File: src/rtl/supermic_pkg.sv
// Shared constants and helpers for the microphone-array PDM front end.
// Sizes the CIC datapath from the decimation ratio and clamps scaled outputs.
package supermic_pkg;

    localparam int CIC_ORDER = 3;

    // Wrapping accumulator width: order*log2(R) bits of gain plus sign and one unit bit.
    function automatic int acc_width(input int decim);
        return CIC_ORDER * $clog2(decim) + 2;
    endfunction

    // Arithmetic right shift that brings full-scale CIC gain down to the output word.
    function automatic int out_shift(input int decim, input int out_w);
        return CIC_ORDER * $clog2(decim) - out_w + 1;
    endfunction

    // Clamp a signed value to the range of an out_w-bit two's complement word.
    function automatic logic signed [63:0] saturate(input logic signed [63:0] v,
                                                    input int out_w);
        logic signed [63:0] hi;
        logic signed [63:0] lo;
        hi = (64'sd1 <<< (out_w - 1)) - 64'sd1;
        lo = -(64'sd1 <<< (out_w - 1));
        if (v > hi) return hi;
        if (v < lo) return lo;
        return v;
    endfunction

endpackage

File: src/rtl/cic_channel.sv
// One microphone channel: three wrapping integrators at the bit rate, three combs
// at the frame rate, then arithmetic scaling and saturation to the PCM word.
module cic_channel
    import supermic_pkg::*;
#(
    parameter int DECIM = 32,
    parameter int OUT_W = 8
) (
    input  logic             clk,
    input  logic             rst,
    input  logic             en,
    input  logic             strobe,
    input  logic             frame_done,
    input  logic             pdm_bit,
    output logic [OUT_W-1:0] pcm
);

    localparam int ACC_W = acc_width(DECIM);
    localparam int SHIFT = out_shift(DECIM, OUT_W);

    logic signed [ACC_W-1:0] x;
    logic signed [ACC_W-1:0] int1, int2, int3;
    logic signed [ACC_W-1:0] dly1, dly2, dly3;
    logic signed [ACC_W-1:0] comb1, comb2, comb3;
    logic signed [ACC_W-1:0] scaled;
    logic signed [63:0]      scaled_wide;

    // A 0 bit is -1, i.e. all ones in two's complement.
    assign x = pdm_bit ? ACC_W'(1) : '1;

    // NOTE: every signal assigned in always_comb gets a value on every path, so no latch is inferred.
    always_comb begin
        comb1       = int3 - dly1;
        comb2       = comb1 - dly2;
        comb3       = comb2 - dly3;
        scaled      = comb3 >>> SHIFT;
        scaled_wide = 64'(scaled);
    end

    // NOTE: state registers use non-blocking assignments so every stage sees the
    // previous stage's registered value, which is what makes the cascade a true CIC.
    always_ff @(posedge clk or posedge rst) begin
        if (rst) begin
            int1 <= '0;
            int2 <= '0;
            int3 <= '0;
            dly1 <= '0;
            dly2 <= '0;
            dly3 <= '0;
            pcm  <= '0;
        end else if (!en) begin
            int1 <= '0;
            int2 <= '0;
            int3 <= '0;
            dly1 <= '0;
            dly2 <= '0;
            dly3 <= '0;
            pcm  <= '0;
        end else begin
            if (strobe) begin
                int1 <= int1 + x;
                int2 <= int2 + int1;
                int3 <= int3 + int2;
            end
            if (frame_done) begin
                dly1 <= int3;
                dly2 <= comb1;
                dly3 <= comb2;
                pcm  <= OUT_W'(saturate(scaled_wide, OUT_W));
            end
        end
    end

endmodule

File: src/rtl/pdm_cic_decimator.sv
// Multi-channel PDM front end: shared mic clock divider, sample strobe and
// decimation counter driving one CIC decimator per microphone.
module pdm_cic_decimator
    import supermic_pkg::*;
#(
    parameter int NUM_CH  = 4,
    parameter int MIC_DIV = 4,
    parameter int DECIM   = 32,
    parameter int OUT_W   = 8
) (
    input  logic                    clk,
    input  logic                    rst,
    input  logic                    en,
    input  logic [NUM_CH-1:0]       pdm,
    output logic                    mic_clk,
    output logic [NUM_CH*OUT_W-1:0] pcm_out,
    output logic                    pcm_valid
);

    localparam int DIV_W = (MIC_DIV > 1) ? $clog2(MIC_DIV) : 1;
    localparam int DEC_W = $clog2(DECIM);

    logic [DIV_W-1:0] div_cnt;
    logic [DIV_W-1:0] div_nxt;
    logic [DEC_W-1:0] dec_cnt;
    logic             strobe;
    logic             frame_done;

    always_comb begin
        div_nxt = (div_cnt == DIV_W'(MIC_DIV - 1)) ? '0 : div_cnt + DIV_W'(1);
        strobe  = (div_cnt == DIV_W'(MIC_DIV - 1));
    end

    // mic_clk is registered from the next count so it is high while div_cnt is in
    // the upper half; the strobe therefore lands on the last high cycle.
    always_ff @(posedge clk or posedge rst) begin
        if (rst) begin
            div_cnt    <= '0;
            dec_cnt    <= '0;
            mic_clk    <= 1'b0;
            frame_done <= 1'b0;
            pcm_valid  <= 1'b0;
        end else if (!en) begin
            div_cnt    <= '0;
            dec_cnt    <= '0;
            mic_clk    <= 1'b0;
            frame_done <= 1'b0;
            pcm_valid  <= 1'b0;
        end else begin
            div_cnt    <= div_nxt;
            mic_clk    <= (div_nxt >= DIV_W'(MIC_DIV / 2));
            if (strobe) dec_cnt <= dec_cnt + DEC_W'(1);
            frame_done <= strobe && (dec_cnt == DEC_W'(DECIM - 1));
            pcm_valid  <= frame_done;
        end
    end

    for (genvar i = 0; i < NUM_CH; i++) begin : g_ch
        cic_channel #(
            .DECIM (DECIM),
            .OUT_W (OUT_W)
        ) u_ch (
            .clk        (clk),
            .rst        (rst),
            .en         (en),
            .strobe     (strobe),
            .frame_done (frame_done),
            .pdm_bit    (pdm[i]),
            .pcm        (pcm_out[i*OUT_W +: OUT_W])
        );
    end

endmodule
File: config.mk
export PLATFORM = sky130hd
export DESIGN_NAME = pdm_cic_decimator
export DESIGN_NICKNAME = d
export VERILOG_FILES = /design/src/rtl/supermic_pkg.sv /design/src/rtl/cic_channel.sv /design/src/rtl/pdm_cic_decimator.sv
export SDC_FILE = /design/constraint.sdc
export NUM_CORES = 2
export LEC_CHECK = 0
export ABC_AREA = 1
export CAP_MARGIN = 20
export CORE_UTILIZATION = 65
export DETAILED_ROUTE_END_ITERATION = 6
export HOLD_SLACK_MARGIN = 0.03
export PLACE_DENSITY = 0.82
export SYNTH_ARGS = -nofsm -noshare
export SYNTH_HDL_FRONTEND = slang
export SYNTH_HIERARCHICAL = 1
export SYNTH_SLANG_ARGS = --single-unit
export TNS_END_PERCENT = 50
File: constraint.sdc
create_clock -name clk -period 5.2 [get_ports clk]
set_input_delay 1.04 -clock clk [delete_from_list [all_inputs] [get_ports clk]]
set_output_delay 1.04 -clock clk [all_outputs]
set_load 0.01 [all_outputs]
==> tab_implementation.tex <==
\begin{tabular}{lr}
\hline
Metric & Value \\
\hline
\multicolumn{2}{l}{\textbf{Routing}} \\
DRT antenna net count & 0 \\
First-iteration detailed-routing DRC count & 1785 \\
Routed length per instance & 14.6 um \\
DR vias/cell & 5.68 \\
Total wirelength of the detailed-routed design & 77300 um \\
Number of optimization iterations in the first detailed-route pass & 6 \\
Number of vias in the routed layout & 30100 \\
\# DRC & 0 \\
\multicolumn{2}{l}{\textbf{Timing}} \\
Worst Clk Skew & 0.0271 ns \\
F\_max & 203 MHz \\
Final-report setup violation count & 0 \\
Worst hold margin & 0.432 ns \\
Relative slew slack & 0.309 \\
Final setup slack of the worst path & 0.268 ns \\
Max-slew violation total from the final report & 0 \\
Slew of the pin with the lowest slew margin & 1.03 ns \\
Count of final hold-check violations & 0 \\
Final critical path time including I/O delays and setup & 4.93 ns \\
Final period util & 0.949 \\
\multicolumn{2}{l}{\textbf{Setup path}} \\
Launch point of the critical path & g\_ch[3].u\_ch/int3[0] \\
Signal arrival time at the worst endpoint & 5.43 ns \\
Setup Crit Path Kind & reg2reg \\
Register-to-register path setup slack & 0.27 ns \\
Maximum fanout along the worst path & 7 \\
Largest stage delay on the critical path & 0.40 ns \\
Crit end category & flop \\
FF-to-FF Start & g\_ch[3].u\_ch/int3[0] \\
Critical Path RT & 5.69 ns \\
End point of the critical path & g\_ch[3].u\_ch/pcm[2] \\
Launching element type of the critical path & flop \\
Length in cells of the worst reg-to-reg path & 31 \\
Cell repeated most along the worst path & sky130\_fd\_sc\_hd\_\_nand2\_1 \\
RR Endpoint & g\_ch[3].u\_ch/pcm[2] \\
Slowest-stage cell, CP & sky130\_fd\_sc\_hd\_\_ha\_2 \\
\multicolumn{2}{l}{\textbf{Yosys}} \\
Sequential element share of the synthesized area & 0.330 \\
Library cells used by synthesis & 54 \\
Cell count after synthesis & 4516 \\
Largest area contributor in the synthesized netlist & sky130\_fd\_sc\_hd\_\_dfrtp\_1 \\
Syn Std Cell Area & 34100 um2 \\
Commonest register cell after synthesis & sky130\_fd\_sc\_hd\_\_dfrtp\_1 \\
Mean area per synthesized cell & 7.55 um2 \\
EDFF count, synth & 0 \\
Share of the synthesized area in the top cell type & 0.330 \\
Proportion of register bits with asynchronous set or reset after synthesis & 1.00 \\
Number of register bits inferred by synthesis & 449 \\
Library cell with the highest instance count after synthesis & sky130\_fd\_sc\_hd\_\_nand2\_1 \\
Commonest cells in the synthesized netlist & sky130\_fd\_sc\_hd\_\_nand2\_1 (1128), sky130\_fd\_sc\_hd\_\_inv\_1 (610), sky130\_fd\_sc\_hd\_\_dfrtp\_1 (449), sky130\_fd\_sc\_hd\_\_ha\_1 (379), sky130\_fd\_sc\_hd\_\_a21oi\_1 (367) \\
Leading cell types by total area after synthesis & sky130\_fd\_sc\_hd\_\_dfrtp\_1 (33\%), sky130\_fd\_sc\_hd\_\_ha\_1 (14\%), sky130\_fd\_sc\_hd\_\_nand2\_1 (12\%), sky130\_fd\_sc\_hd\_\_inv\_1 (6.7\%), sky130\_fd\_sc\_hd\_\_a21oi\_1 (5.4\%) \\
Syn Nets & 4922 \\
Synthesis warning total & 6 \\
\multicolumn{2}{l}{\textbf{Clock network}} \\
Clock-pin transition on the worst setup and hold timing paths & 0.06 ns \\
Sinks on Clock Net & 449 \\
Worst skew pair latency & 0.61 ns \\
Clock root buffer & sky130\_fd\_sc\_hd\_\_clkbuf\_16 \\
CTS H-Tree Depth & 2 \\
Number of buffers inserted by hold repair at cts & 0 \\
CTS tree & built \\
Cts bufs inserted & 53 \\
CTS max path bufs & 3 \\
\multicolumn{2}{l}{\textbf{Pwr}} \\
Worst voltage drop across the vdd grid & 0.257 mV \\
PwrDens & 320 nW/um2 \\
Leak Pwr & 19.5 nW \\
\multicolumn{2}{l}{\textbf{Die}} \\
Initial Utilization & 0.662 \\
Die width & 231 um \\
Site row count & 83 \\
Area of the core region & 51500 um2 \\
Height of the die & 231 um \\
Top Ports & 41 \\
Overall die area & 53300 um2 \\
\multicolumn{2}{l}{\textbf{Placement}} \\
PortBufs & 40 \\
Pre-CTS setup slack & 0.159 ns \\
Gpl congestion & 0.905 \\
Half-perimeter wire length after detailed placement & 55100 um \\
\multicolumn{2}{l}{\textbf{Final layout}} \\
Ratio of cells with drive above 1 in the final layout & 0.0634 \\
Growth of design area from synthesis to finish & 9.43\% \\
Filler Cell Count & 4074 \\
Nets@finish & 4974 \\
\multicolumn{2}{l}{\textbf{Global routing}} \\
Pin count of the biggest net entering global routing & 74 \\
Global routing usage summed across all routing layers & 0.292 \\
Via count of the first global-routing pass & 28900 \\
Antenna violations before repair & 1 \\
Aggregate global routing overflow & 0 \\
Wire length of the first global-routing pass & 132000 um \\
\multicolumn{2}{l}{\textbf{Flow run}} \\
Max\_cap viols & 0 \\
\multicolumn{2}{l}{\textbf{Worst hold path}} \\
Worst min-delay path category & reg2reg \\
\multicolumn{2}{l}{\textbf{Run status}} \\
Status & completed \\
\hline
\end{tabular}
per-layer routing:
layer	wire [um]	part of all wire	track usage	up-vias
met3	3160	0.041	0.0342	141
met4	2000	0.026	0.0987	0
met2	37100	0.48	0.506	600
li1	-	-	-	15200
met1	35100	0.45	0.376	14100
met5	0	0	0	-
cells by family (layout without fill, tap and decap cells):
| group | Yosys count | count (layout) | synth area share |
|---|---|---|---|
| simple gates | 1701 | 1701 | 0.211 |
| compound gates | 1075 | 1075 | 0.180 |
| fa+ha+maj | 399 | 399 | 0.151 |
| flops | 449 | 449 | 0.330 |
| other cells | 0 | 1 | 0 |
| buf+inv | 705 | 797 | 0.0791 |
| xor+xnor | 187 | 187 | 0.0497 |
critical path, delay by kind of cell, from the launching register on:
kind	cells	cell delay, ns
buffers and inverters	4	0.36
flip-flops	1	0.36
XOR/XNOR	2	0.30
adder cells (fa/ha/maj)	4	1.39
AND/OR/NAND/NOR	15	1.45
AO/OA/AOI/OAI	6	0.94
cell type report:
class	count	area [um2]	share of cell area
Antenna cell	1	2.50	0.0000671
Clock buffer	77	1570	0.0420
Clock inverter	18	262	0.00701
Inverter	625	2360	0.0632
Multi-Input combinational cell	3362	20300	0.545
Sequential cell	449	11200	0.301
Tap cell	680	851	0.0228
Timing Repair Buffer	77	678	0.0182
cells in the final DEF (no fill, tap or decap), types with 9 or more instances in the layout:
cell | synthesis | final
sky130_fd_sc_hd__nand4_1 | 21 | 21
sky130_fd_sc_hd__a21o_1 | 20 | 20
sky130_fd_sc_hd__o21ai_1 | 38 | 42
sky130_fd_sc_hd__clkbuf_1 | 74 | 10
sky130_fd_sc_hd__o21ai_0 | 343 | 335
sky130_fd_sc_hd__xor2_1 | 116 | 114
sky130_fd_sc_hd__nand3_1 | 192 | 192
sky130_fd_sc_hd__fa_1 | 20 | 20
sky130_fd_sc_hd__nand3_2 | 9 | 9
sky130_fd_sc_hd__o22ai_1 | 139 | 139
sky130_fd_sc_hd__nor2_2 | 5 | 10
sky130_fd_sc_hd__nor3_1 | 39 | 35
sky130_fd_sc_hd__a31oi_1 | 15 | 15
sky130_fd_sc_hd__xnor2_1 | 68 | 67
sky130_fd_sc_hd__nand2_2 | 37 | 38
sky130_fd_sc_hd__nor2_1 | 214 | 207
sky130_fd_sc_hd__a31o_2 | 28 | 28
sky130_fd_sc_hd__inv_1 | 610 | 606
sky130_fd_sc_hd__clkbuf_8 | 2 | 13
sky130_fd_sc_hd__o21bai_1 | 26 | 24
sky130_fd_sc_hd__a21oi_2 | 5 | 15
sky130_fd_sc_hd__a21oi_1 | 367 | 357
sky130_fd_sc_hd__clkbuf_16 | 0 | 54
sky130_fd_sc_hd__and2_1 | 15 | 15
sky130_fd_sc_hd__o31ai_1 | 30 | 30
sky130_fd_sc_hd__o2111ai_1 | 10 | 10
sky130_fd_sc_hd__nand2_1 | 1128 | 1127
sky130_fd_sc_hd__dfrtp_1 | 449 | 449
sky130_fd_sc_hd__a22o_1 | 12 | 12
sky130_fd_sc_hd__buf_4 | 0 | 37
sky130_fd_sc_hd__ha_1 | 379 | 369
sky130_fd_sc_hd__clkdlybuf4s50_1 | 0 | 40
worst min-delay path by stage:
stage,slack [ns],from,to,cells after the start
2_1_floorplan,0.40,div_cnt[0],div_cnt[0],1
3_3_place_gp,0.42,div_cnt[0],div_cnt[0],1
3_5_place_dp,0.43,div_cnt[0],div_cnt[0],1
4_1_cts,0.44,div_cnt[0],div_cnt[0],1
5_1_grt,0.44,div_cnt[0],div_cnt[0],1
6_report,0.43,div_cnt[0],div_cnt[0],1
metrics by stage:
step                       util  power, W  TNS, ns  instance area, um2  std cells
after global placement    0.684   0.00782        0               35200       5187
final                     0.724    0.0119        0               37300       5289
after detailed placement  0.684   0.00789        0               35200       5187
after CTS                 0.719    0.0118        0               37100       5282
after floorplan               -   0.00721        0               34100       4516
after global routing      0.724    0.0127   -0.353               37300       5289
state kept, by name (all words and copies together), names as in the netlist:
signal	flops
pcm_valid	1
g_ch.u_ch/dly2	68
g_ch.u_ch/int1	68
frame_done	1
g_ch.u_ch/int2	68
g_ch.u_ch/dly3	68
g_ch.u_ch/int3	68
g_ch.u_ch/pcm	32
div_cnt	2
g_ch.u_ch/dly1	68
dec_cnt	5
where the power goes:
| part | switching, W | leakage, nW | internal (W) |
|---|---|---|---|
| clock network | 0.00153 | 0.902 | 0.00238 |
| logic | 0.00266 | 12.3 | 0.00174 |
| registers | 0.0000647 | 6.25 | 0.00356 |
| total | 0.00425 | 19.5 | 0.00768 |
repair_timing:
| action | in CTS | in global routing |
|---|---|---|
| resized for setup | 0 | 48 |
| endpoints found under the setup margin | 0 | 32 |
| setup buffers | 0 | 6 |
(Power assumes the default switching activity.)
